[src/rtl/score_cmd_arbiter.sv]
// Two-requester round-robin command arbiter/sequencer for the BCD score counter.
// Optional saturation filter enabled by defining SCORE_SAT_FILTER_EN.
module score_cmd_arbiter #(
  parameter int GAP_CYCLES = 4,
  parameter int SIMULATE   = 0
) (
  input  logic       clk_100MHz,
  input  logic       reset,
  input  logic [1:0] req_valid,
  input  logic [1:0] req_cmd0,
  input  logic [1:0] req_cmd1,
  output logic [1:0] req_ack,
  input  logic [7:0] score_bcd,
  output logic       cmd_incr,
  output logic       cmd_decr,
  output logic       cmd_clr,
  output logic       cmd_drop,
  output logic       busy
);

  localparam logic [1:0] CMD_INC = 2'b00;
  localparam logic [1:0] CMD_DEC = 2'b01;
  localparam logic [1:0] CMD_CLR = 2'b10;
  localparam logic [1:0] CMD_RSV = 2'b11;
  localparam logic [7:0] GAP_EFF = (SIMULATE != 0) ? 8'd1 : 8'(GAP_CYCLES);

`ifdef SCORE_SAT_FILTER_EN
  localparam bit SAT_FILTER = 1'b1;
`else
  localparam bit SAT_FILTER = 1'b0;
`endif

  typedef enum logic [1:0] {S_IDLE, S_ISSUE, S_HOLD} state_t;

  state_t     state_q, state_d;
  logic [7:0] gap_q, gap_d;
  logic       last_q, last_d;
  logic       win_q, win_d;
  logic [1:0] cmd_q, cmd_d;
  logic       sat_q, sat_d;
  logic [1:0] ack_q, ack_d;
  logic       incr_q, incr_d;
  logic       decr_q, decr_d;
  logic       clr_q, clr_d;
  logic       drop_q, drop_d;
  logic       busy_q, busy_d;

  logic       clr0, clr1, pick;
  logic [1:0] sel_cmd;
  logic       sat_hit;

  // clr outranks incr/decr; otherwise the requester not granted last wins
  always_comb begin
    clr0 = req_valid[0] && (req_cmd0 == CMD_CLR);
    clr1 = req_valid[1] && (req_cmd1 == CMD_CLR);
    if (req_valid == 2'b01)      pick = 1'b0;
    else if (req_valid == 2'b10) pick = 1'b1;
    else if (clr0 != clr1)       pick = clr1;
    else                         pick = ~last_q;
  end

  assign sel_cmd = pick ? req_cmd1 : req_cmd0;
  assign sat_hit = SAT_FILTER &&
                   (((sel_cmd == CMD_INC) && (score_bcd == 8'h99)) ||
                    ((sel_cmd == CMD_DEC) && (score_bcd == 8'h00)));

  always_ff @(posedge clk_100MHz or negedge reset) begin
    if (!reset) begin
      state_q <= S_IDLE;
      gap_q   <= 8'd0;
      last_q  <= 1'b1;
      win_q   <= 1'b0;
      cmd_q   <= CMD_INC;
      sat_q   <= 1'b0;
      ack_q   <= 2'b00;
      incr_q  <= 1'b0;
      decr_q  <= 1'b0;
      clr_q   <= 1'b0;
      drop_q  <= 1'b0;
      busy_q  <= 1'b0;
    end else begin
      state_q <= state_d;
      gap_q   <= gap_d;
      last_q  <= last_d;
      win_q   <= win_d;
      cmd_q   <= cmd_d;
      sat_q   <= sat_d;
      ack_q   <= ack_d;
      incr_q  <= incr_d;
      decr_q  <= decr_d;
      clr_q   <= clr_d;
      drop_q  <= drop_d;
      busy_q  <= busy_d;
    end
  end

  always_comb begin
    state_d = state_q;
    gap_d   = gap_q;
    last_d  = last_q;
    win_d   = win_q;
    cmd_d   = cmd_q;
    sat_d   = sat_q;
    case (state_q)
      S_IDLE: begin
        if (|req_valid) begin
          state_d = S_ISSUE;
          win_d   = pick;
          last_d  = pick;
          cmd_d   = sel_cmd;
          sat_d   = sat_hit;
        end
      end
      S_ISSUE: begin
        state_d = S_HOLD;
        gap_d   = GAP_EFF;
      end
      S_HOLD: begin
        if (gap_q != 8'd0) gap_d = gap_q - 8'd1;
        if (gap_q <= 8'd1) state_d = S_IDLE;
      end
      default: state_d = S_IDLE;
    endcase
  end

  always_comb begin
    ack_d  = 2'b00;
    incr_d = 1'b0;
    decr_d = 1'b0;
    clr_d  = 1'b0;
    drop_d = 1'b0;
    busy_d = (state_q != S_IDLE);
    if (state_q == S_ISSUE) begin
      ack_d = win_q ? 2'b10 : 2'b01;
      if (sat_q || (cmd_q == CMD_RSV)) begin
        drop_d = 1'b1;
      end else begin
        case (cmd_q)
          CMD_INC: incr_d = 1'b1;
          CMD_DEC: decr_d = 1'b1;
          default: clr_d  = 1'b1;
        endcase
      end
    end
  end

  assign req_ack  = ack_q;
  assign cmd_incr = incr_q;
  assign cmd_decr = decr_q;
  assign cmd_clr  = clr_q;
  assign cmd_drop = drop_q;
  assign busy     = busy_q;

endmodule
[config.mk]
export PLATFORM = sky130hd
export DESIGN_NAME = score_cmd_arbiter
export DESIGN_NICKNAME = d
export VERILOG_FILES = /design/src/rtl/score_cmd_arbiter.sv
export SDC_FILE = /design/constraint.sdc
export NUM_CORES = 1
export LEC_CHECK = 0
export CAP_MARGIN = 20
export CELL_PAD_IN_SITES_DETAIL_PLACEMENT = 1
export CELL_PAD_IN_SITES_GLOBAL_PLACEMENT = 2
export CORE_AREA = 2 2 64 60
export CTS_CLUSTER_SIZE = 10
export DETAILED_ROUTE_END_ITERATION = 7
export DIE_AREA = 0 0 66 62
export GPL_ROUTABILITY_DRIVEN = 0
export PLACE_DENSITY = 0.91
export SYNTH_ARGS = -nofsm -noshare
export SYNTH_HDL_FRONTEND = slang
export SYNTH_SLANG_ARGS = --single-unit
export TNS_END_PERCENT = 1
[constraint.sdc]
create_clock -name clk_100MHz -period 2.59 [get_ports clk_100MHz]
set_input_delay 0.518 -clock clk_100MHz [delete_from_list [all_inputs] [get_ports clk_100MHz]]
set_output_delay 0.518 -clock clk_100MHz [all_outputs]
set_load 0.03 [all_outputs]
Yosys cells after proc, flatten, opt, wreduce, memory -nomap -nowiden. Cells that the tools add are included.

Memories kept: 0. Memory bits (read-only): 0. Bits in writable memories: 0. Output and inout bits: 7. Bits in registers: 21. Input bits: 16. Latch bits: 0.

$add $sub $neg: 1. Bitwise logic cells: 1. Shift-type cells: 0. Order comparisons: 1. Div/mod/pow operators: 0. $mul: 0. Multiplexer cells: 22. Reductions and logical operators: 12. Equal/unequal tests: 12.

Operator list (count): case mux 8 bit (2 select lines) (1); two-way mux 1 bit (14); == test 2 bit, second input constant (5); two-way mux 2 bit (5); <= comparator 8 x 1 -> 1 bit, second input constant (1); two-way mux 8 bit (1); nonzero test 8 bit (1); subtractor 8 x 1 -> 8 bit, second input constant (1); == test 2 x 1 -> 1 bit, second input constant (3); inequality test 2 bit, second input constant (3); case mux 2 bit (3 select lines) (1); AND reduction 2 bit (3); zero test 2 bit (2); nonzero test 2 bit (2); OR reduction 2 bit (2); logical AND 1 bit (2); inequality test 1 bit (1); NOT 1 bit (1).

Logic depth before layout (Yosys ltp).
Depth in word-level cells: 7. Depth in mapped cells: 7.

Worst setup path after synthesis. No wires, ideal clock.

Path type: reg2reg. From: register gap_q[3]. To: register gap_q[4]. Clock period less this slack: 1.747 ns. Data arrival time: 1.627 ns. Setup slack: 0.843 ns. Cell stages (with the launch flop): 6. Data required time: 2.470 ns. Library setup time: 0.120 ns. Path through: dfrtp_1 -> or3_1 -> buf_6 -> or4_4 -> nor4b_4 -> a31o_1.

Cells in the longest elaborated chain, start to end: 3.

Ends and longest elaborated chain: start: declaration (line 36) `logic [7:0] gap_q, gap_d;`; start signal: assignment (line 83) `gap_q <= gap_d;`; subtractor 8 x 1 -> 8 bit or nonzero test 8 bit (tied branches) (line 119) `if (gap_q != 8'd0) gap_d = gap_q - 8'd1;`; two-way mux 8 bit or inequality test 2 bit (tied branches); case mux 8 bit (2 select lines) or AND reduction 2 bit (tied branches).

Parallel ways exist; a longest one is shown, timed or not. The select of a mux whose other input is x is not followed. A chain may end at the register's enable or synchronous reset.

Worst setup path after layout.
From: register gap_q[2]. To: register gap_q[2].

The elaborated chain is that of the path after synthesis.

==> impl_metrics.py <==
metrics = {
    "grt": {
        "grt_pass1_wl_mm": 4.367,
        "antenna_found_initial": 0,
        "grt-ovfl-total": 0,
        "first_global_vias": 941,
        "grt_max_degree": 22,
        "grt_usage_pct": 14.24,
    },
    "die": {
        "io_pins": 23,
        "placementRows": 21,
        "start_util_pct": 30.85,
        "die_h_um": 62,
        "die_area_um2": 4092,
        "die_w_um": 66,
        "core_area_um2": 3521,
    },
    "worst_setup_path": {
        "cpPeakStageDelay_ns": 0.50,
        "r2r-end": "gap_q[2]$_DFFE_PN0P_",
        "crit_path_cell_trace": "or3_1, or4_4, a221oi_2, nand2_1",
        "worstPathRequired_ns": 2.74,
        "worstPathArrival_ns": 2.06,
        "crit_path_end_kind": "flop",
        "rr_worst_depth": 4,
        "critPathKind": "flop to flop",
        "r2r_start": "gap_q[2]$_DFFE_PN0P_",
        "r2r_slack_ns": 0.68,
        "cp_max_fo": 8,
        "crit_path_start_kind": "flop",
        "cpMaxStageDelayCell": "or4_4",
    },
    "sta": {
        "skew_ns": 0.004567,
        "fmax_mhz": 524.5,
        "period_needed_ns": 1.906,
        "finalHoldWorstSlack_ns": 0.4554,
        "hold_violations": 0,
        "post-route-period-util_pct": 73.61,
        "setup_viol": 0,
        "finalMaxSlewViolations": 0,
        "slew_headroom_pct": 69.42,
        "fin_ws_ns": 0.6836,
        "tightest_slew_ns": 0.4577,
        "fin_tns_setup_ns": 0,
        "rsz0062_at_grt": "false",
    },
    "pwr": {
        "power.density_nw_per_um2": 1169,
        "p_leak_uw": 0.0005498,
        "vdd_drop_max_uv": 444.3,
    },
    "route": {
        "wl_per_cell_um": 15.42,
        "first_pass_iters": 2,
        "drc": 0,
        "drt_iter0_markers": 41,
        "vias": 878,
        "ant_nets": 0,
        "drt-total-wl_mm": 2.621,
        "vias_per_cell": 5.165,
    },
    "placement": {
        "port_buffers": 14,
        "hpwl_mm": 1.955,
        "numPlacedInstances": 166,
        "post-place-ws_ns": 0.4845,
    },
    "clock_network": {
        "cts_buffers": 3,
        "cts_hold_buf": 0,
        "htree_levels": 1,
        "clk_pin_slew_ns": 0.08,
        "clkLatencyLatePin_ns": 0.26,
        "clkSinkCount": 21,
        "postCtsSetupRepairBufs": 0,
        "cts_resized": 0,
        "clock_path_buffers": 2,
        "cts_root_buffer": "clkbuf_8",
        "cts_tree": "yes",
    },
    "hold_path": {
        "holdPathStages": 1,
        "hold_path_end": "req_ack[0]$_DFF_PN0_",
        "min_path_type": "flop to flop",
        "hold_start": "win_q$_DFFE_PN0P_",
    },
    "yosys": {
        "ys_types": 40,
        "ys_top_cells_by_area": "dfrtp_1 (46%), nand2_1 (3.8%), nand3_1 (3.7%)",
        "synth.avg_cell_area_um2": 10.06,
        "yosysMostFrequentCell": "dfrtp_1",
        "synth_ff_type": "dfrtp_1",
        "seq_area_frac_synth_pct": 48.50,
        "syn_area_um2": 1086,
        "synth_top_area_cell": "dfrtp_1",
        "synthArstFlopShare_pct": 100.0,
        "synth_edf_count": 0,
        "netlist.area_leader.share_pct": 46.08,
        "ys_ff_latch": 21,
        "synth_commonest_cells": "dfrtp_1 (20), nand2_1 (11), nor2_1 (9)",
        "ys_warn_count": 0,
        "syn_inst": 108,
        "synthesis.nets": 126,
    },
    "cells_and_area": {
        "antenna_cells": 0,
        "fill_cells": 423,
        "syn_to_final_growth_pct": 20.97,
        "drive_above_1_share_pct": 10.48,
        "final_nets": 143,
        "fin_cells": 170,
    },
    "run": {
        "drv_cap": 0,
    },
    "status": {
        "outcome": "completed",
    },
}
[critical path, delay by kind of cell (launching register included)]
kind | cells | cell delay, ns
AOI/OAI and AO/OA | 1 | 0.26
DFF | 1 | 0.47
and+or+nand+nor | 3 | 1.07
[kinds of logic (layout without fill, tap and decap cells)]
kind of cell | Yosys count | count (layout) | synth area share [%]
flip-flops | 21 | 21 | 48.50
buffers and inverters | 9 | 25 | 4.838
AO/OA/AOI/OAI | 24 | 24 | 15.90
AND/OR/NAND/NOR | 51 | 51 | 27.53
adder cells (fa/ha/maj) | 3 | 3 | 3.225
[area by class of cell]
class	instances	area, um^2	area share [%]
clock buffer	3	41.29	3.143
clock inverter	1	7.507	0.5714
inverter	5	18.77	1.429
multi-input combinational	78	506.7	38.57
sequential	21	526.8	40.10
tap	46	57.56	4.381
timing repair buffer	16	155.1	11.81
[state kept, by name, summed over array words and instances (netlist names)]
name	cells
busy	1
cmd_clr	1
cmd_decr	1
cmd_drop	1
cmd_incr	1
cmd_q	2
gap_q	8
last_q	1
req_ack	2
state_q	2
win_q	1
[worst max-delay path by stage]
stage                                     from                    to  slack [ns]
after global routing      gap_q[2]$_DFFE_PN0P_  gap_q[2]$_DFFE_PN0P_        0.57
after global placement             req_cmd0[1]  cmd_q[1]$_DFFE_PN0P_        0.59
after CTS                 gap_q[2]$_DFFE_PN0P_  gap_q[4]$_DFFE_PN0P_        0.69
after detailed placement           req_cmd0[1]  cmd_q[1]$_DFFE_PN0P_        0.48
after floorplan           gap_q[3]$_DFFE_PN0P_  gap_q[4]$_DFFE_PN0P_        0.84
final                     gap_q[2]$_DFFE_PN0P_  gap_q[2]$_DFFE_PN0P_        0.68
[placed cells by master, fill, tap and decap left out, drive strengths merged, types with 2 or more instances in the layout]
cell type       n
a21oi           6
and2            2
and3            2
buf             2
clkbuf          3
clkdlybuf4s50  14
dfrtp          20
ha              2
inv             5
nand2          11
nand2b          2
nand3           8
nor2            9
nor2b           2
nor3            4
nor4b           2
o21a            2
o21ai           4
o22ai           3
or3             2
or4             3
[metrics by stage]
stage / area [um^2] / total power (uW) / utilization (%)
after floorplan: 1086 / 1108 / -
after global placement: 1265 / 1270 / 35.93
after detailed placement: 1265 / 1320 / 35.93
after CTS: 1314 / 1551 / 37.31
after global routing: 1314 / 1663 / 37.31
final: 1314 / 1536 / 37.31
[report_power, final]
part	internal, uW	switching [uW]	leakage [uW]
clock	109	115	0.0000217
sequential	462	129	0.000269
combinational	293	428	0.000259
[layer usage]
metal  vias to the layer above  track usage (%)  routed length [um]
met1                       438            16.59                1188
met3                         0            4.324                  93
met5                         -                0                   0
li1                        429                -                   -
met4                         0            3.790                   0
met2                        11            25.97                1339
No activity file was read; power rests on OpenSTA's default activity.
